<file path="src/rtl/axis_split_sequencer.sv">
`default_nettype none
// ============================================================================
// Module      : axis_split_sequencer
// Description : Splits one AXI-Stream into two output channels using one of
//               four routing modes: drop, broadcast, ping-pong or
//               burst-sequenced. Each output has a 1-deep register slot.
//               Config is double-buffered and applied only at sample
//               boundaries.
// Revision    : 1.0 - initial release
// ============================================================================
module axis_split_sequencer #(
    parameter int SAXIS_TDATA_WIDTH = 32,
    parameter int MAXIS_TDATA_WIDTH = 32,
    parameter int BURST_WIDTH       = 16
) (
    input  logic                         a_clk,
    input  logic                         reset,
    input  logic [SAXIS_TDATA_WIDTH-1:0] S_AXIS_tdata,
    input  logic                         S_AXIS_tvalid,
    output logic                         S_AXIS_tready,
    output logic [MAXIS_TDATA_WIDTH-1:0] M_AXIS_tdata,
    output logic                         M_AXIS_tvalid,
    input  logic                         M_AXIS_tready,
    output logic [MAXIS_TDATA_WIDTH-1:0] M_AXIS2_tdata,
    output logic                         M_AXIS2_tvalid,
    input  logic                         M_AXIS2_tready,
    input  logic [1:0]                   cfg_mode,
    input  logic [BURST_WIDTH-1:0]       cfg_burst_a,
    input  logic [BURST_WIDTH-1:0]       cfg_burst_b,
    input  logic                         cfg_load,
    output logic [31:0]                  count_a,
    output logic [31:0]                  count_b,
    output logic                         phase
);

    localparam logic [1:0]             c_mode_drop  = 2'd0;
    localparam logic [1:0]             c_mode_bcast = 2'd1;
    localparam logic [1:0]             c_mode_pp    = 2'd2;
    localparam logic [1:0]             c_mode_burst = 2'd3;
    localparam logic [BURST_WIDTH-1:0] c_bw_one     = {{(BURST_WIDTH-1){1'b0}}, 1'b1};

    // Active and shadow configuration
    logic [1:0]             r_mode;
    logic [BURST_WIDTH-1:0] r_burst_a;
    logic [BURST_WIDTH-1:0] r_burst_b;
    logic [1:0]             r_sh_mode;
    logic [BURST_WIDTH-1:0] r_sh_burst_a;
    logic [BURST_WIDTH-1:0] r_sh_burst_b;
    logic                   r_pending;

    // Sequencing state
    logic                   r_phase;
    logic [BURST_WIDTH-1:0] r_bcnt;

    // Output slots and delivery counters
    logic [MAXIS_TDATA_WIDTH-1:0] r_a_data;
    logic [MAXIS_TDATA_WIDTH-1:0] r_b_data;
    logic                         r_a_valid;
    logic                         r_b_valid;
    logic [31:0]                  r_count_a;
    logic [31:0]                  r_count_b;

    logic [MAXIS_TDATA_WIDTH-1:0] w_sample;
    logic                         w_free_a;
    logic                         w_free_b;
    logic                         w_free_tgt;
    logic                         w_ready;
    logic                         w_xfer;
    logic                         w_load_a;
    logic                         w_load_b;
    logic                         w_toggle;
    logic                         w_burst_end;
    logic                         w_apply;
    logic [BURST_WIDTH-1:0]       w_limit;
    logic [BURST_WIDTH-1:0]       w_limit_m1;

    // Width adaptation: sign-extend when widening, keep LSBs when narrowing
    generate
        if (MAXIS_TDATA_WIDTH > SAXIS_TDATA_WIDTH) begin : g_sext
            assign w_sample = {{(MAXIS_TDATA_WIDTH-SAXIS_TDATA_WIDTH){S_AXIS_tdata[SAXIS_TDATA_WIDTH-1]}},
                               S_AXIS_tdata};
        end else begin : g_trunc
            assign w_sample = S_AXIS_tdata[MAXIS_TDATA_WIDTH-1:0];
        end
    endgenerate

    // Routing decisions: slot availability, input ready, loads and burst end
    always_comb begin
        w_free_a    = !r_a_valid || M_AXIS_tready;
        w_free_b    = !r_b_valid || M_AXIS2_tready;
        w_free_tgt  = r_phase ? w_free_b : w_free_a;
        w_limit     = r_phase ? r_burst_b : r_burst_a;
        // A programmed length of zero behaves as a burst of one
        w_limit_m1  = (w_limit == '0) ? '0 : (w_limit - c_bw_one);
        w_ready     = 1'b0;
        w_load_a    = 1'b0;
        w_load_b    = 1'b0;
        w_toggle    = 1'b0;
        w_burst_end = 1'b0;

        case (r_mode)
            c_mode_drop:  w_ready = 1'b1;
            c_mode_bcast: w_ready = w_free_a && w_free_b;
            default:      w_ready = w_free_tgt;
        endcase
        if (reset) begin
            w_ready = 1'b0;
        end

        w_xfer = S_AXIS_tvalid && w_ready;

        case (r_mode)
            c_mode_bcast: begin
                w_load_a = w_xfer;
                w_load_b = w_xfer;
            end
            c_mode_pp: begin
                w_load_a = w_xfer && !r_phase;
                w_load_b = w_xfer && r_phase;
                w_toggle = w_xfer;
            end
            c_mode_burst: begin
                w_load_a    = w_xfer && !r_phase;
                w_load_b    = w_xfer && r_phase;
                w_burst_end = w_xfer && (r_bcnt == w_limit_m1);
                w_toggle    = w_burst_end;
            end
            default: ;
        endcase

        // Shadow is taken on an idle cycle or right after a burst completes
        w_apply = r_pending && (!w_xfer || w_burst_end);
    end

    // Channel A slot: load on transfer, release after downstream handshake
    always_ff @(posedge a_clk) begin
        if (reset) begin
            r_a_valid <= 1'b0;
            r_a_data  <= '0;
        end else if (w_load_a) begin
            r_a_valid <= 1'b1;
            r_a_data  <= w_sample;
        end else if (M_AXIS_tready) begin
            r_a_valid <= 1'b0;
        end
    end

    // Channel B slot: load on transfer, release after downstream handshake
    always_ff @(posedge a_clk) begin
        if (reset) begin
            r_b_valid <= 1'b0;
            r_b_data  <= '0;
        end else if (w_load_b) begin
            r_b_valid <= 1'b1;
            r_b_data  <= w_sample;
        end else if (M_AXIS2_tready) begin
            r_b_valid <= 1'b0;
        end
    end

    // Delivered-sample counters, free-running with wrap
    always_ff @(posedge a_clk) begin
        if (reset) begin
            r_count_a <= '0;
            r_count_b <= '0;
        end else begin
            if (r_a_valid && M_AXIS_tready) begin
                r_count_a <= r_count_a + 32'd1;
            end
            if (r_b_valid && M2_ready_hs()) begin
                r_count_b <= r_count_b + 32'd1;
            end
        end
    end

    function automatic logic M2_ready_hs();
        return M_AXIS2_tready;
    endfunction

    // Phase and burst counter; a config apply restarts the sequence at A
    always_ff @(posedge a_clk) begin
        if (reset) begin
            r_phase <= 1'b0;
            r_bcnt  <= '0;
        end else if (w_apply) begin
            r_phase <= 1'b0;
            r_bcnt  <= '0;
        end else begin
            if (w_toggle) begin
                r_phase <= ~r_phase;
            end
            if ((r_mode == c_mode_burst) && w_xfer) begin
                r_bcnt <= w_burst_end ? '0 : (r_bcnt + c_bw_one);
            end
        end
    end

    // Shadow capture and apply; a load in the apply cycle stays pending
    always_ff @(posedge a_clk) begin
        if (reset) begin
            r_mode       <= c_mode_drop;
            r_burst_a    <= '0;
            r_burst_b    <= '0;
            r_sh_mode    <= c_mode_drop;
            r_sh_burst_a <= '0;
            r_sh_burst_b <= '0;
            r_pending    <= 1'b0;
        end else begin
            if (w_apply) begin
                r_mode    <= r_sh_mode;
                r_burst_a <= r_sh_burst_a;
                r_burst_b <= r_sh_burst_b;
                r_pending <= 1'b0;
            end
            if (cfg_load) begin
                r_sh_mode    <= cfg_mode;
                r_sh_burst_a <= cfg_burst_a;
                r_sh_burst_b <= cfg_burst_b;
                r_pending    <= 1'b1;
            end
        end
    end

    assign S_AXIS_tready  = w_ready;
    assign M_AXIS_tdata   = r_a_data;
    assign M_AXIS_tvalid  = r_a_valid;
    assign M_AXIS2_tdata  = r_b_data;
    assign M_AXIS2_tvalid = r_b_valid;
    assign count_a        = r_count_a;
    assign count_b        = r_count_b;
    assign phase          = r_phase;

endmodule
`default_nettype wire

</file>
<file path="config.mk">
export PLATFORM = sky130hd
export DESIGN_NAME = axis_split_sequencer
export DESIGN_NICKNAME = d
export VERILOG_FILES = /design/src/rtl/axis_split_sequencer.sv
export SDC_FILE = /design/constraint.sdc
export NUM_CORES = 1
export LEC_CHECK = 0
export CORE_UTILIZATION = 38
export CTS_BUF_LIST = sky130_fd_sc_hd__clkbuf_8
export CTS_CLUSTER_DIAMETER = 30
export DETAILED_ROUTE_END_ITERATION = 10
export DONT_BUFFER_PORTS = 1
export HOLD_SLACK_MARGIN = 0.1
export PLACE_DENSITY = 0.64
export RECOVER_POWER = 25
export SYNTH_ARGS = -nofsm -noshare
export SYNTH_HDL_FRONTEND = slang
export SYNTH_SLANG_ARGS = --single-unit
</file>
<file path="constraint.sdc">
create_clock -name a_clk -period 5.41 [get_ports a_clk]
set_clock_uncertainty 0.1 [all_clocks]
set_input_delay 0.8115 -clock a_clk [delete_from_list [all_inputs] [get_ports a_clk]]
set_output_delay 0.8115 -clock a_clk [all_outputs]
set_load 0.1 [all_outputs]
</file>
==> summary.md <==
| Metric | Value |
|---|---|
| Outcome | completed |
| Die area | 25800 um^2 |
| Post-route ant nets | 0 |
| Tmin final | 4720 ps |
| Hold path endpoint | M_AXIS_tdata[25] |
| FF+latch count, synth | 216 |
| Layout Area Growth over Synthesis | 13.2% |
| Worst vdd ir | 0.241 mV |
| Worst-path fanout max | 24 |
| Die Height | 161 um |
| Static leakage | 3.88 nW |
| Ys async rst share | 0% |
| Syn. warnings | 0 |
| GRT Total Usage | 17.1% |
| Crit start category | register |
| Cell area after synthesis | 9550 um^2 |
| Register area share after synthesis | 45.3% |
| Post-route DRC | 0 |
| DR vias | 7338 |
| Slew headroom | 5.66% |
| Syn_nets | 1165 |
| Number of global-route vias before repair | 7386 |
| Critical Path RT | 5760 ps |
| Critical hold path startpoint | reset |
| Primary FF master, synth | dfxtp_1 |
| Register clock-pin slew on the reported worst setup and hold paths | 60 ps |
| R2R Path End | r_burst_a[6] |
| Final setup fails | 0 |
| DIE WIDTH | 161 um |
| CTS HTree Levels | 2 |
| Final Routed Wirelength | 22.2 mm |
| Max Cap Viol | 0 |
| Synth unique cells | 66 |
| Cts bufs inserted | 45 |
| Final net count | 1167 |
| Sink Count | 216 |
| Power Density | 347 nW/um^2 |
| CP Capture Type | register |
| Resize count post-CTS | 0 |
| Num rows | 57 |
| I/O Pins | 204 |
| Routability cong. | 0.821 |
| Worst Reg-to-Reg Cells | 12 |
| Synth Instances | 1089 |
| CTS tree | built |
| Cts hold-fix bufs | 0 |
| Initial Utilization | 39.0% |
| Fin. max-slew vios | 0 |
| 1st-pass router iterations | 4 |
| Total gr overflow | 0 |
| Reg2reg start | phase |
| Quantity of I/O buffers inserted on ports | 0 |
| R2R setup slack | 690 ps |
| Initial antenna violation count | 0 |
| Hold path depth | 1 |
| Hold WC Path Type | in2reg |
| Syn avg cell area | 8.77 um^2 |
| Largest net degree at the start of global routing | 237 |
| Antenna fix cells | 0 |
| Number of synthesized flops with an enable pin | 0 |
| Routed vias/inst | 5.05 |
| Post-DP HPWL | 15.0 mm |
| Postcts setup bufs | 0 |
| Final Power | 3.75 mW |
| Clk buf depth | 3 |
| Slew @ Worst Pin | 1420 ps |
| Core Region | 24500 um^2 |
| Layout cells sized above 1 | 9.22% |
| Worst-Skew Late Latency | 530 ps |
| Wire per inst | 15.3 um |
| Critical path class | reg2reg |
| Most frequent cells in the layout | dfxtp_1, nand2_1, nor2_1 |
| Achievable frequency | 212 MHz |
| Commonest non-fill, non-tap cell in the layout | dfxtp_1 |
| RSZ-0062 raised after global routing | false |
| Post-route setup slack | 687 ps |
| Global-route wire length before repair | 36.5 mm |
| Iteration-0 DRC Markers | 351 |
| CP Data Arrival Time | 5080 ps |
| Place WS | 780 ps |
| CTS root buf | clkbuf_8 |
| Final Hold Fails | 0 |
| Setup TNS | 0 ps |
| Fin crit share | 87.3% |
## logic make-up after synthesis
family                     synth area share [%]
AOI/OAI and AO/OA                          7.89
xor gates and xnor gates                   7.80
muxes                                      9.50
DFF                                        45.3
adders and majority gates                 0.524
and+or+nand+nor                            25.6
buffers and inverters                      3.35
## cell type report
type	count	area (um^2)
fill	2414	13700
multi-input combinational	806	4920
sequential	216	4330
clock buffer	53	729
tap	324	405
clock inverter	31	308
timing repair buffer	12	80.1
inverter	10	37.5
## power breakdown
part | total (mW) | internal [mW] | leakage, nW | switching [mW]
Sequential | 1.66 | 1.62 | 1.75 | 0.0439
Combinational | 0.184 | 0.0900 | 1.60 | 0.0939
Clock | 1.90 | 1.15 | 0.527 | 0.749
## cell usage after synthesis (all sizes together), types with 2 or more instances
library cell	n	area (um^2)
nor3b	4	30.0
o22ai	2	12.5
nor3	10	55.1
nor4	9	86.3
o32ai	2	17.5
mux2i	85	851
a21oi	84	420
inv	10	37.5
o21ai	14	70.1
or4	2	18.8
or3	14	92.6
and3	21	131
nand2b	72	450
clkbuf	47	176
xnor2	28	245
ha	4	50.1
xor2	57	499
nand4	14	87.6
or2b	2	15.0
mux2	5	56.3
nor2b	4	25.0
o22a	2	18.8
a211o	3	36.3
or3b	4	35.0
buf	10	106
a221o	2	20.0
dfxtp	216	4320
nand3b	3	22.5
nand3	24	120
and4	9	78.8
and2	5	31.3
or4b	2	20.0
nand2	178	668
nor2	121	454
## worst max-delay path by stage
stage,from,end,slack (ps)
after floorplan,phase,r_burst_a[0],340
after global placement,phase,r_burst_b[14],900
after detailed placement,phase,r_burst_a[4],780
after CTS,phase,r_burst_a[6],760
after global routing,phase,r_burst_a[6],400
final,phase,r_burst_a[6],690
## registers in the layout, indices dropped and copies added (netlist names)
signal and cells:
r_sh_mode 2, M_AXIS_tdata 32, M_AXIS_tvalid 1, phase 1, r_burst_a 16, count_a 32, r_sh_burst_a 16, r_bcnt 16
M_AXIS2_tvalid 1, count_b 32, r_burst_b 16, r_sh_burst_b 16, r_mode 2, r_pending 1, M_AXIS2_tdata 32
## routing by layer
layer	routed length, um	share of wire, %	up-vias	global-route usage (%)
met5	0	0	-	0
met4	526	2.4	0	6.45
met3	1980	8.9	34	6.66
met2	10500	47	216	28.6
met1	9250	42	3400	19.5
li1	-	-	3688	-
## worst max-delay path: stages (launching register included)
cell       delay, ps
dfxtp_2          580
buf_4            540
or4b_1           510
o22a_2           290
nor4_4           470
nor4_1           130
a221o_1          290
a2111oi_2        240
nand4_1          180
a211oi_2         320
o21a_2           510
buf_12           260
mux2i_1          210
## stage by stage
stage | area [um^2] | cells | hold slack [ps] | utilization [%]
final | 10800 | 1452 | 247 | 44.2
after global routing | 10800 | 1452 | 209 | 44.2
after CTS | 10800 | 1452 | 210 | 44.3
after detailed placement | 9790 | 1368 | 369 | 40.0
after global placement | 9790 | 1368 | 366 | 40.0
after floorplan | 9550 | 1089 | 345 | -
(Power assumes the default switching activity.)
